### src/rtl/inst_fetch_if.sv
// Fetch-stage bundle: execute redirect, instruction-memory request/response and decode-side FIFO head.
// master is the fetch unit; slave is the environment (execute, memory, decode).
interface inst_fetch_if #(
   parameter int XLEN   = 32,
   parameter int INST_W = 32
);
   logic              redirect_valid;
   logic [XLEN-1:0]   redirect_pc;
   logic              imem_req_valid;
   logic [XLEN-1:0]   imem_req_addr;
   logic              imem_req_ready;
   logic              imem_resp_valid;
   logic [INST_W-1:0] imem_resp_data;
   logic              inst_valid;
   logic [XLEN-1:0]   inst_pc;
   logic [INST_W-1:0] inst_data;
   logic              inst_ready;

   modport master (
      input  redirect_valid, redirect_pc,
      input  imem_req_ready, imem_resp_valid, imem_resp_data,
      input  inst_ready,
      output imem_req_valid, imem_req_addr,
      output inst_valid, inst_pc, inst_data
   );

   modport slave (
      output redirect_valid, redirect_pc,
      output imem_req_ready, imem_resp_valid, imem_resp_data,
      output inst_ready,
      input  imem_req_valid, imem_req_addr,
      input  inst_valid, inst_pc, inst_data
   );
endinterface

### src/rtl/inst_fetch.sv
// Instruction fetch: owns the PC, issues credit-limited memory requests, buffers {pc, inst}
// in a 2-entry FIFO with a registered head, and flushes on execute redirects.
module inst_fetch #(
   parameter int              XLEN     = 32,
   parameter logic [XLEN-1:0] RESET_PC = '0,
   parameter int              INST_W   = 32
) (
   input  logic         clk,
   input  logic         rst,
   inst_fetch_if.master bus
);

   typedef struct packed {
      logic [XLEN-1:0]   pc;
      logic [INST_W-1:0] data;
   } entry_t;

   logic [XLEN-1:0] fetch_pc;
   logic [1:0]      outstanding;
   logic [1:0]      drop_cnt;
   logic [XLEN-1:0] pcq [2];
   logic            pcq_wr;
   logic            pcq_rd;
   logic            head_valid;
   logic            tail_valid;
   entry_t          head;
   entry_t          tail;

   logic       redirect;
   logic       req_fire;
   logic       resp;
   logic       resp_keep;
   logic       pop;
   logic [2:0] credit_used;
   entry_t     new_entry;

   assign redirect    = bus.redirect_valid;
   assign resp        = bus.imem_resp_valid;
   assign credit_used = {1'b0, outstanding} + {2'b00, head_valid} + {2'b00, tail_valid};

   // Every accepted request is guaranteed a FIFO slot, so the response port never stalls.
   assign bus.imem_req_valid = rst && !redirect && (drop_cnt == 2'd0) && (credit_used < 3'd2);
   assign bus.imem_req_addr  = fetch_pc;

   assign req_fire  = bus.imem_req_valid && bus.imem_req_ready;
   assign resp_keep = resp && (drop_cnt == 2'd0) && !redirect;
   assign pop       = head_valid && bus.inst_ready && !redirect;
   assign new_entry = '{pc: pcq[pcq_rd], data: bus.imem_resp_data};

   assign bus.inst_valid = head_valid;
   assign bus.inst_pc    = head.pc;
   assign bus.inst_data  = head.data;

   // NOTE: sequential state uses non-blocking assignments so every register samples pre-edge values.
   always_ff @(posedge clk or negedge rst) begin
      if (!rst) begin
         fetch_pc    <= RESET_PC;
         outstanding <= 2'd0;
         drop_cnt    <= 2'd0;
         pcq_wr      <= 1'b0;
         pcq_rd      <= 1'b0;
      end else begin
         outstanding <= outstanding + {1'b0, req_fire} - {1'b0, resp};
         if (redirect) begin
            // In-flight requests still come back; count them so their data is discarded.
            fetch_pc <= bus.redirect_pc;
            drop_cnt <= outstanding - {1'b0, resp};
            pcq_wr   <= 1'b0;
            pcq_rd   <= 1'b0;
         end else begin
            if (req_fire) begin
               fetch_pc <= fetch_pc + XLEN'(4);
               pcq_wr   <= ~pcq_wr;
            end
            if (resp && (drop_cnt != 2'd0)) drop_cnt <= drop_cnt - 2'd1;
            if (resp_keep) pcq_rd <= ~pcq_rd;
         end
      end
   end

   // NOTE: the PC queue storage has no reset; its read/write pointers alone define emptiness.
   always_ff @(posedge clk) begin
      if (req_fire) pcq[pcq_wr] <= fetch_pc;
   end

   always_ff @(posedge clk or negedge rst) begin
      if (!rst) begin
         head_valid <= 1'b0;
         tail_valid <= 1'b0;
         head       <= '0;
         tail       <= '0;
      end else if (redirect) begin
         head_valid <= 1'b0;
         tail_valid <= 1'b0;
      end else begin
         case ({pop, resp_keep})
            2'b11: begin
               if (tail_valid) begin
                  head <= tail;
                  tail <= new_entry;
               end else begin
                  head <= new_entry;
               end
            end
            2'b10: begin
               if (tail_valid) begin
                  head       <= tail;
                  tail_valid <= 1'b0;
               end else begin
                  head_valid <= 1'b0;
               end
            end
            2'b01: begin
               if (head_valid) begin
                  tail       <= new_entry;
                  tail_valid <= 1'b1;
               end else begin
                  head       <= new_entry;
                  head_valid <= 1'b1;
               end
            end
            default: ;
         endcase
      end
   end

endmodule

### src/flat_wrapper.sv
// flat-port wrapper written by rule: the top's interface ports become plain ports
module inst_fetch_flat 
#(
   parameter int              XLEN     = 32,
   parameter logic [XLEN-1:0] RESET_PC = '0,
   parameter int              INST_W   = 32
)
  (clk, rst, bus_redirect_valid, bus_redirect_pc, bus_imem_req_ready, bus_imem_resp_valid, bus_imem_resp_data, bus_inst_ready, bus_imem_req_valid, bus_imem_req_addr, bus_inst_valid, bus_inst_pc, bus_inst_data);
  inst_fetch_if #(.XLEN(XLEN), .INST_W(INST_W)) bus_i ();
  input  logic clk;
  input  logic rst;
  input wire logic [$bits(bus_i.redirect_valid)-1:0] bus_redirect_valid;
  input wire logic [$bits(bus_i.redirect_pc)-1:0] bus_redirect_pc;
  input wire logic [$bits(bus_i.imem_req_ready)-1:0] bus_imem_req_ready;
  input wire logic [$bits(bus_i.imem_resp_valid)-1:0] bus_imem_resp_valid;
  input wire logic [$bits(bus_i.imem_resp_data)-1:0] bus_imem_resp_data;
  input wire logic [$bits(bus_i.inst_ready)-1:0] bus_inst_ready;
  output wire logic [$bits(bus_i.imem_req_valid)-1:0] bus_imem_req_valid;
  output wire logic [$bits(bus_i.imem_req_addr)-1:0] bus_imem_req_addr;
  output wire logic [$bits(bus_i.inst_valid)-1:0] bus_inst_valid;
  output wire logic [$bits(bus_i.inst_pc)-1:0] bus_inst_pc;
  output wire logic [$bits(bus_i.inst_data)-1:0] bus_inst_data;
  assign bus_i.redirect_valid = bus_redirect_valid;
  assign bus_i.redirect_pc = bus_redirect_pc;
  assign bus_i.imem_req_ready = bus_imem_req_ready;
  assign bus_i.imem_resp_valid = bus_imem_resp_valid;
  assign bus_i.imem_resp_data = bus_imem_resp_data;
  assign bus_i.inst_ready = bus_inst_ready;
  assign bus_imem_req_valid = bus_i.imem_req_valid;
  assign bus_imem_req_addr = bus_i.imem_req_addr;
  assign bus_inst_valid = bus_i.inst_valid;
  assign bus_inst_pc = bus_i.inst_pc;
  assign bus_inst_data = bus_i.inst_data;
  inst_fetch #(.XLEN(XLEN), .RESET_PC(RESET_PC), .INST_W(INST_W)) u_core (.clk(clk), .rst(rst), .bus(bus_i));
endmodule
### config.mk
export PLATFORM = sky130hd
export DESIGN_NAME = inst_fetch_flat
export DESIGN_NICKNAME = d
export VERILOG_FILES = /design/src/rtl/inst_fetch_if.sv /design/src/rtl/inst_fetch.sv /design/src/flat_wrapper.sv
export SDC_FILE = /design/constraint.sdc
export NUM_CORES = 1
export LEC_CHECK = 0
export CORE_ASPECT_RATIO = 2
export CORE_MARGIN = 4
export CORE_UTILIZATION = 54
export CTS_CLUSTER_DIAMETER = 100
export DETAILED_ROUTE_END_ITERATION = 10
export GPL_TIMING_DRIVEN = 1
export HOLD_SLACK_MARGIN = 0.12
export PLACE_DENSITY = 0.8
export SYNTH_ARGS = -nofsm -noshare
export SYNTH_HDL_FRONTEND = slang
export SYNTH_SLANG_ARGS = --single-unit
### constraint.sdc
create_clock -name clk -period 5.9 [get_ports clk]
set_clock_uncertainty 0.05 [all_clocks]
set_input_delay 1.18 -clock clk [delete_from_list [all_inputs] [get_ports clk]]
set_output_delay 1.18 -clock clk [all_outputs]
set_load 0.05 [all_outputs]
==> results.txt, run 1 <==
Post-CTS setup buffer count -> 0
Worst hold path class -> reg2reg
P_leak -> 5.42 nW
Gpl congestion -> 0.921
Avg Inst Size Synth -> 12.6 sq um
Clock transition at path regs -> 60 ps
Share of layout cells above drive strength 1 -> 15.4%
Logic pwr share -> 37.6%
Max frequency -> 227 MHz
First-pass GRT wire length -> 40300 microns
Layout net count -> 1081
Yosys warnings -> 0
Worst skew pair latency -> 490 ps
RR Endpoint -> u_core.bus.inst_pc[18]
Max Cap Viol -> 0
Bufs on Longest Clock Path -> 3
DIE WIDTH -> 109 microns
Core Box Area -> 20000 sq um
Sw Ratio -> 38.4%
Status -> completed
DRT iter0 DRCs -> 377
Ranking of synthesized cells by area -> dfrtp_1 (38%), edfxtp_1 (17%), mux2_2 (9.9%), mux2i_1 (6.0%), a221oi_1 (5.0%)
Antenna viol nets, final -> 0
H-tree Lvls -> 1
Netlist cell types -> 42
Seq pwr share -> 41.7%
Hold depth -> 1
Reg-to-Reg Start -> u_core.drop_cnt[0]
Crit share post-route -> 74.5%
Vias per std cell -> 6.05
# fillers -> 1437
Worst Path Required -> 4670 ps
Critical path class -> reg2out
Critical path cell sequence -> ha_1 > a211oi_4 > nand2_2 > nor3b_1 > clkdlybuf4s50_1
Peak VDD IR -> 270 uV
Setup_tns -> 0 ps
Worst reg-to-reg path cell count -> 9
Hold Fails Final Rpt -> 0
Worst slew margin -> 35.1%
Residual DRC count -> 0
Pwr dens -> 445 nW/um^2
Total stage count of the critical path -> 5
Fin. max-slew vios -> 0
RSZ-0062 raised after global routing -> false
Antenna violations before repair -> 1
Vias in the first global route -> 7863
Via count -> 7750
# IOs -> 168
R2r setup slk -> 2540 ps
Initial Util -> 55.0%
Post-Synthesis Cells -> 872
Synthesized area -> 11000 sq um
Pre-CTS setup slack -> 1570 ps
Net switching power figure -> 2.30 mW
Post-DR wirelength/cell -> 19.7 microns
CTS Hold Bufs -> 0
CP delay by family, top -> buffers and inverters
Setup slack after layout -> 1500 ps
First-pass detailed-route iteration total -> 4
Crit path capture type -> output port
Slowest CP cell -> clkdlybuf4s50_1
Seq/Total Area, Yosys -> 55.7%
Tmin final -> 4400 ps
Min-delay src -> u_core.bus.inst_data[16]
Worst Path Arrival -> 3170 ps
Root buffer cell -> clkbuf_16
CTS Buf Count -> 21
Slowest Stage Delay on Critical Path -> 840 ps
Total Routing Usage GR -> 22.0%
Post_cts resized -> 0
Power share of the clock group -> 20.7%
Drt total wl -> 25200 microns
Final setup fails -> 0
Largest net degree at the start of global routing -> 96
Top cell type's share of synthesized area -> 38.2%
Syn Nets -> 950
CP Launch Type -> register
CTS tree -> built
Hold worst-path end -> u_core.bus.inst_data[16]
Die area -> 22800 sq um
Die span in y -> 210 microns
Measured slew at the worst slew-check pin -> 973 ps
Clock sink total -> 232
Dpl hpwl -> 16400 microns
Fin cells -> 1280
#FFs+latches synth -> 232
Synth-to-layout area growth -> 22.6%
Worst-path fanout max -> 28
Row count -> 73
Port-buffer cells -> 167
WP buf/inv -> 1
Total gr overflow -> 0
Dpl cells -> 1242
Area leader, netlist -> dfrtp_1
P_int -> 3.69 mW
==> power by group through the flow <==
stage / registers [mW] / logic [mW] / clock network, mW
6_report: 2.50 / 2.25 / 1.24
5_1_grt: 2.55 / 2.38 / 1.33
4_1_cts: 2.50 / 2.28 / 1.26
3_5_place_dp: 2.53 / 2.27 / 0
3_3_place_gp: 2.49 / 2.22 / 0
2_1_floorplan: 3.25 / 0.733 / 0
==> flip-flops by register name, indices dropped and copies added (netlist names) <==
signal,flops
u_core.pcq,64
u_core.tail,64
u_core.bus.imem_req_addr,32
u_core.bus.inst_data,32
u_core.bus.inst_pc,32
u_core.drop_cnt,2
u_core.outstanding,2
u_core.bus.inst_valid,1
u_core.pcq_rd,1
u_core.pcq_wr,1
u_core.tail_valid,1
==> logic make-up after synthesis <==
kind of cell | count (synthesis) | share of synthesized area, %
and+or+nand+nor | 124 | 6.00
AOI/OAI and AO/OA | 227 | 15.6
xor gates and xnor gates | 34 | 2.71
adders and majority gates | 8 | 0.911
DFF | 232 | 55.7
buffers and inverters | 80 | 2.74
muxes | 167 | 16.4
==> cell usage in the layout, fill, tap and decap left out, drive strengths merged, types with 5 or more instances in the layout <==
cell | Yosys | final
dfrtp | 168 | 168
clkdlybuf4s50 | 0 | 165
mux2 | 101 | 101
mux2i | 66 | 66
a211oi | 66 | 66
edfxtp | 64 | 64
a221oi | 63 | 63
a21o | 63 | 63
nand2 | 42 | 42
o21ai | 29 | 29
xnor2 | 26 | 26
clkbuf | 67 | 24
nand3 | 17 | 17
buf | 5 | 15
nor3 | 14 | 14
nor2 | 12 | 12
inv | 8 | 9
xor2 | 8 | 8
ha | 8 | 8
clkinv | 0 | 7
nand4 | 6 | 6
nor4 | 6 | 6
a21oi | 5 | 5
or4 | 5 | 5
clkinvlp | 0 | 5
==> routing by layer <==
metal  vias up  wire length, microns  part of all wire [%]  track usage [%]
met5         -                     0                     0                0
met4         0                   981                   3.9             9.07
met3        60                   972                   3.9             2.19
met2       206                 13300                    53             39.6
met1      3901                  9870                    39             26.3
li1       3583                     -                     -                -
==> synthesized netlist by cell type (all sizes together) <==
library cell	count
and4	3
nand2b	4
mux2i	66
xor2	8
a221oi	63
nor3	14
nor4	6
a21oi	5
and4bb	1
xnor2	26
and3	4
nor4b	1
nand2	42
nor3b	1
ha	8
or2	1
nor2b	2
edfxtp	64
a21o	63
mux2	101
nand3b	1
nand4	6
a22oi	1
dfrtp	168
a211oi	66
buf	5
or4	5
nand3	17
o21ai	29
nor2	12
and2	3
and3b	1
inv	8
clkbuf	67
==> metrics by stage <==
stage	util, %	hold slack, ps	instance area (sq um)	total power [mW]
2_1_floorplan	-	431	11000	3.98
3_3_place_gp	64.3	408	12900	4.72
3_5_place_dp	64.3	415	12900	4.79
4_1_cts	67.3	429	13500	6.04
5_1_grt	67.4	438	13500	6.26
6_report	67.4	423	13500	5.99
==> layout make-up <==
cell class              count  area [sq um]  area share [%]
multi-input cells         560          4600            34.1
well taps                 262           328            2.43
inverters                   8          30.0           0.223
repair buffers            180          1780            13.2
clock buffers              24           537            3.98
flip-flops and latches    232          6130            45.5
diodes                      1          2.50          0.0186
clock inverters            13          70.1           0.520
==> worst max-delay path by stage <==
stage | startpoint | endpoint | slack, ps
final | u_core.tail_valid | bus_imem_req_valid | 1500
after CTS | u_core.tail_valid | bus_imem_req_valid | 1480
after global routing | u_core.tail_valid | bus_imem_req_valid | 1360
after detailed placement | bus_imem_resp_valid | u_core.bus.inst_pc[20] | 1570
after floorplan | rst | u_core.pcq[0][0] | 1340
after global placement | bus_imem_resp_valid | u_core.bus.inst_pc[26] | 1580
Power figures use the tool's default switching activity.
==> run 2: changes to the inputs <==
Settings changed: CORE_UTILIZATION 54 to 49, PLACE_DENSITY 0.8 to 0.76.
Clock period 5.9 ns to 3.7 ns, I/O delays scaled along.
==> run 2 against run 1 <==
Effect of this change:
- final area rose by 1.7%
- via count fell by 1.1%
- first-iteration DRC count rose by 50%
- die area rose by 9.6%
- combinational power rose by 62%
- largest cell class unchanged
- highest routed layer unchanged
- utilization fell by 5.3 points
- sequential cell count did not move
- sequential power rose by 58%
==> results.txt, run 2 (synthesis results as in run 1) <==
Clock sink total -> 232 (unchanged)
CTS Buf Count -> 21 (unchanged)
Measured slew at the worst slew-check pin -> 847 ps (-127 ps)
Residual DRC count -> 0 (unchanged)
# IOs -> 168 (unchanged)
Max frequency -> 313 MHz
Worst Setup EP -> bus_imem_req_valid
Commonest non-fill, non-tap cell in the layout -> dfrtp_1
CP startpoint -> u_core.tail_valid
Die span in y -> 220 microns (+4.8%)
First-pass GRT wire length -> 42100 microns (+4.6%)
First-pass detailed-route iteration total -> 4 (unchanged)
Tmin final -> 3190 ps
Row count -> 77 (+5.5%)
Core Box Area -> 22100 sq um (+10%)
Fin cells -> 1300 (+1.6%)
Net switching power figure -> 3.71 mW (+61%)
Total Power -> 9.83 mW (+64%)
Sw Ratio -> 37.8% (-0.63 points)
Fin. max-slew vios -> 0 (unchanged)
Worst reg-to-reg path cell count -> 6 (-3)
Power share of the clock group -> 22.6% (+1.9 points)
Final Util -> 62.1% (-5.3 points)
Max Cap Viol -> 0 (unchanged)
Reg-to-Reg Start -> u_core.tail_valid
Via count -> 7668 (-1.1%)
Worst hold path class -> reg2reg
P_int -> 6.12 mW (+66%)
Worst slew margin -> 43.5% (+8.4 points)
Clock transition at path regs -> 70 ps (about the same)
Slowest Stage Delay on Critical Path -> 480 ps (-360 ps)
Seq pwr share -> 40.2% (-1.5 points)
Pre-CTS setup slack -> 389 ps (-1180 ps)
Hold Fails Final Rpt -> 0 (unchanged)
Critical path class -> reg2out
Worst skew pair latency -> 510 ps (+20 ps)
Bufs on Longest Clock Path -> 3 (unchanged)
DRT iter0 DRCs -> 567 (+50%)
Logic pwr share -> 37.2% (-0.4 points)
CP Launch Type -> register
RSZ-0062 raised after global routing -> false
Setup_tns -> 0 ps (unchanged)
Initial Util -> 49.8% (-5.1 points)
Share of layout cells above drive strength 1 -> 16.3% (+0.89 points)
Most frequent cells in the layout -> dfrtp_1 (167), clkdlybuf4s50_1 (164), mux2_2 (97)
Vias per std cell -> 5.90 (-2.6%)
Total Routing Usage GR -> 20.8% (-1.2 points)
Die area -> 25000 sq um (+9.6%)
Final Cell Area -> 13700 sq um (+1.7%)
Worst Path Required -> 2910 ps (-1760 ps)
Minimum hold slack -> 426 ps (+2.47 ps)
DIE WIDTH -> 114 microns (+4.6%)
Dpl hpwl -> 16600 microns (+0.98%)
Total gr overflow -> 0 (unchanged)
RR Endpoint -> u_core.pcq[1][0]
R2r setup slk -> 910 ps (-1630 ps)
Worst-path fanout max -> 8 (-71%)
Critical path cell sequence -> ha_1 > a211oi_4 > nand2_2 > nor3b_1 > buf_12
Crit share post-route -> 86.3%
Area after DPL -> 13000 sq um (+1.0%)
Dpl cells -> 1261 (+1.5%)
Worst Path Arrival -> 2400 ps (-770 ps)
Largest net degree at the start of global routing -> 146 (+52%)
Antenna violations before repair -> 1 (unchanged)
Peak VDD IR -> 498 uV (+85%)
Status -> completed
Top flop regs -> u_core.pcq (64), u_core.tail (64)
Port-buffer cells -> 167 (unchanged)
Crit path capture type -> output port
Antenna viol nets, final -> 0 (unchanged)
Gpl congestion -> 0.862 (-6.4%)
Slowest CP cell -> dfrtp_4
H-tree Lvls -> 1 (unchanged)
Post-DR wirelength/cell -> 19.8 microns (+0.65%)
Vias in the first global route -> 7948 (+1.1%)
Drt total wl -> 25700 microns (+2.2%)
Pwr dens -> 717 nW/um^2 (+61%)
Final setup fails -> 0 (unchanged)
Root buffer cell -> clkbuf_16
CTS tree -> built
P_leak -> 5.53 nW (+2.0%)
Setup slack after layout -> 508 ps (-994 ps)
Synth-to-layout area growth -> 24.6%
Layout net count -> 1087 (+0.56%)
run 2: power groups by stage:
stage / sequential, mW / combinational (mW) / clock [mW]
final: 3.95 / 3.65 / 2.22
after global routing: 4.05 / 3.86 / 2.36
after floorplan: 5.18 / 1.17 / 0
after CTS: 3.95 / 3.69 / 2.28
after global placement: 3.95 / 3.61 / 0
after detailed placement: 4.00 / 3.67 / 0
run 2: worst min path at each step:
| stage | start | endpoint | slack [ps] | cells past startpoint |
|---|---|---|---|---|
| after global placement | u_core.bus.inst_data[2] | u_core.bus.inst_data[2] | 410 | 1 |
| final | u_core.bus.inst_data[15] | u_core.bus.inst_data[15] | 430 | 1 |
| after CTS | u_core.bus.inst_data[15] | u_core.bus.inst_data[15] | 430 | 1 |
| after global routing | u_core.bus.inst_data[2] | u_core.bus.inst_data[2] | 440 | 1 |
| after floorplan | rst | u_core.bus.imem_req_addr[0] | 390 | 0 |
| after detailed placement | u_core.bus.inst_data[15] | u_core.bus.inst_data[15] | 410 | 1 |
run 2: worst max-delay path, delay by kind of cell, from the launching register on:
family | cells | cell delay [ps]
buffers and inverters | 1 | 190
DFF | 1 | 480
and+or+nand+nor | 2 | 470
AOI/OAI and AO/OA | 1 | 420
adders and majority gates | 1 | 330
run 2: routing by layer:
layer  part of all wire [%]  vias up  global-route usage (%)
met5                      0        -                       0
met4                    2.8        0                    7.06
met3                    3.9       38                    2.42
met2                     53      180                    38.2
met1                     40     3847                    25.1
li1                       -     3603                       -
run 2: final cells by class:
cell class              count  area, sq um
clock buffers              23          533
well taps                 276          345
fillers                  1672         8360
clock inverters            14          158
flip-flops and latches    232         6130
repair buffers            186         1900
multi-input cells         560         4610
diodes                      1         2.50
inverters                   8         30.0
run 2: repair_timing:
action | in CTS | in global routing
hold buffers | 1 | 0
endpoints found under the hold margin | 23 | 0
setup buffers | 0 | 0
resized for setup | 0 | 0
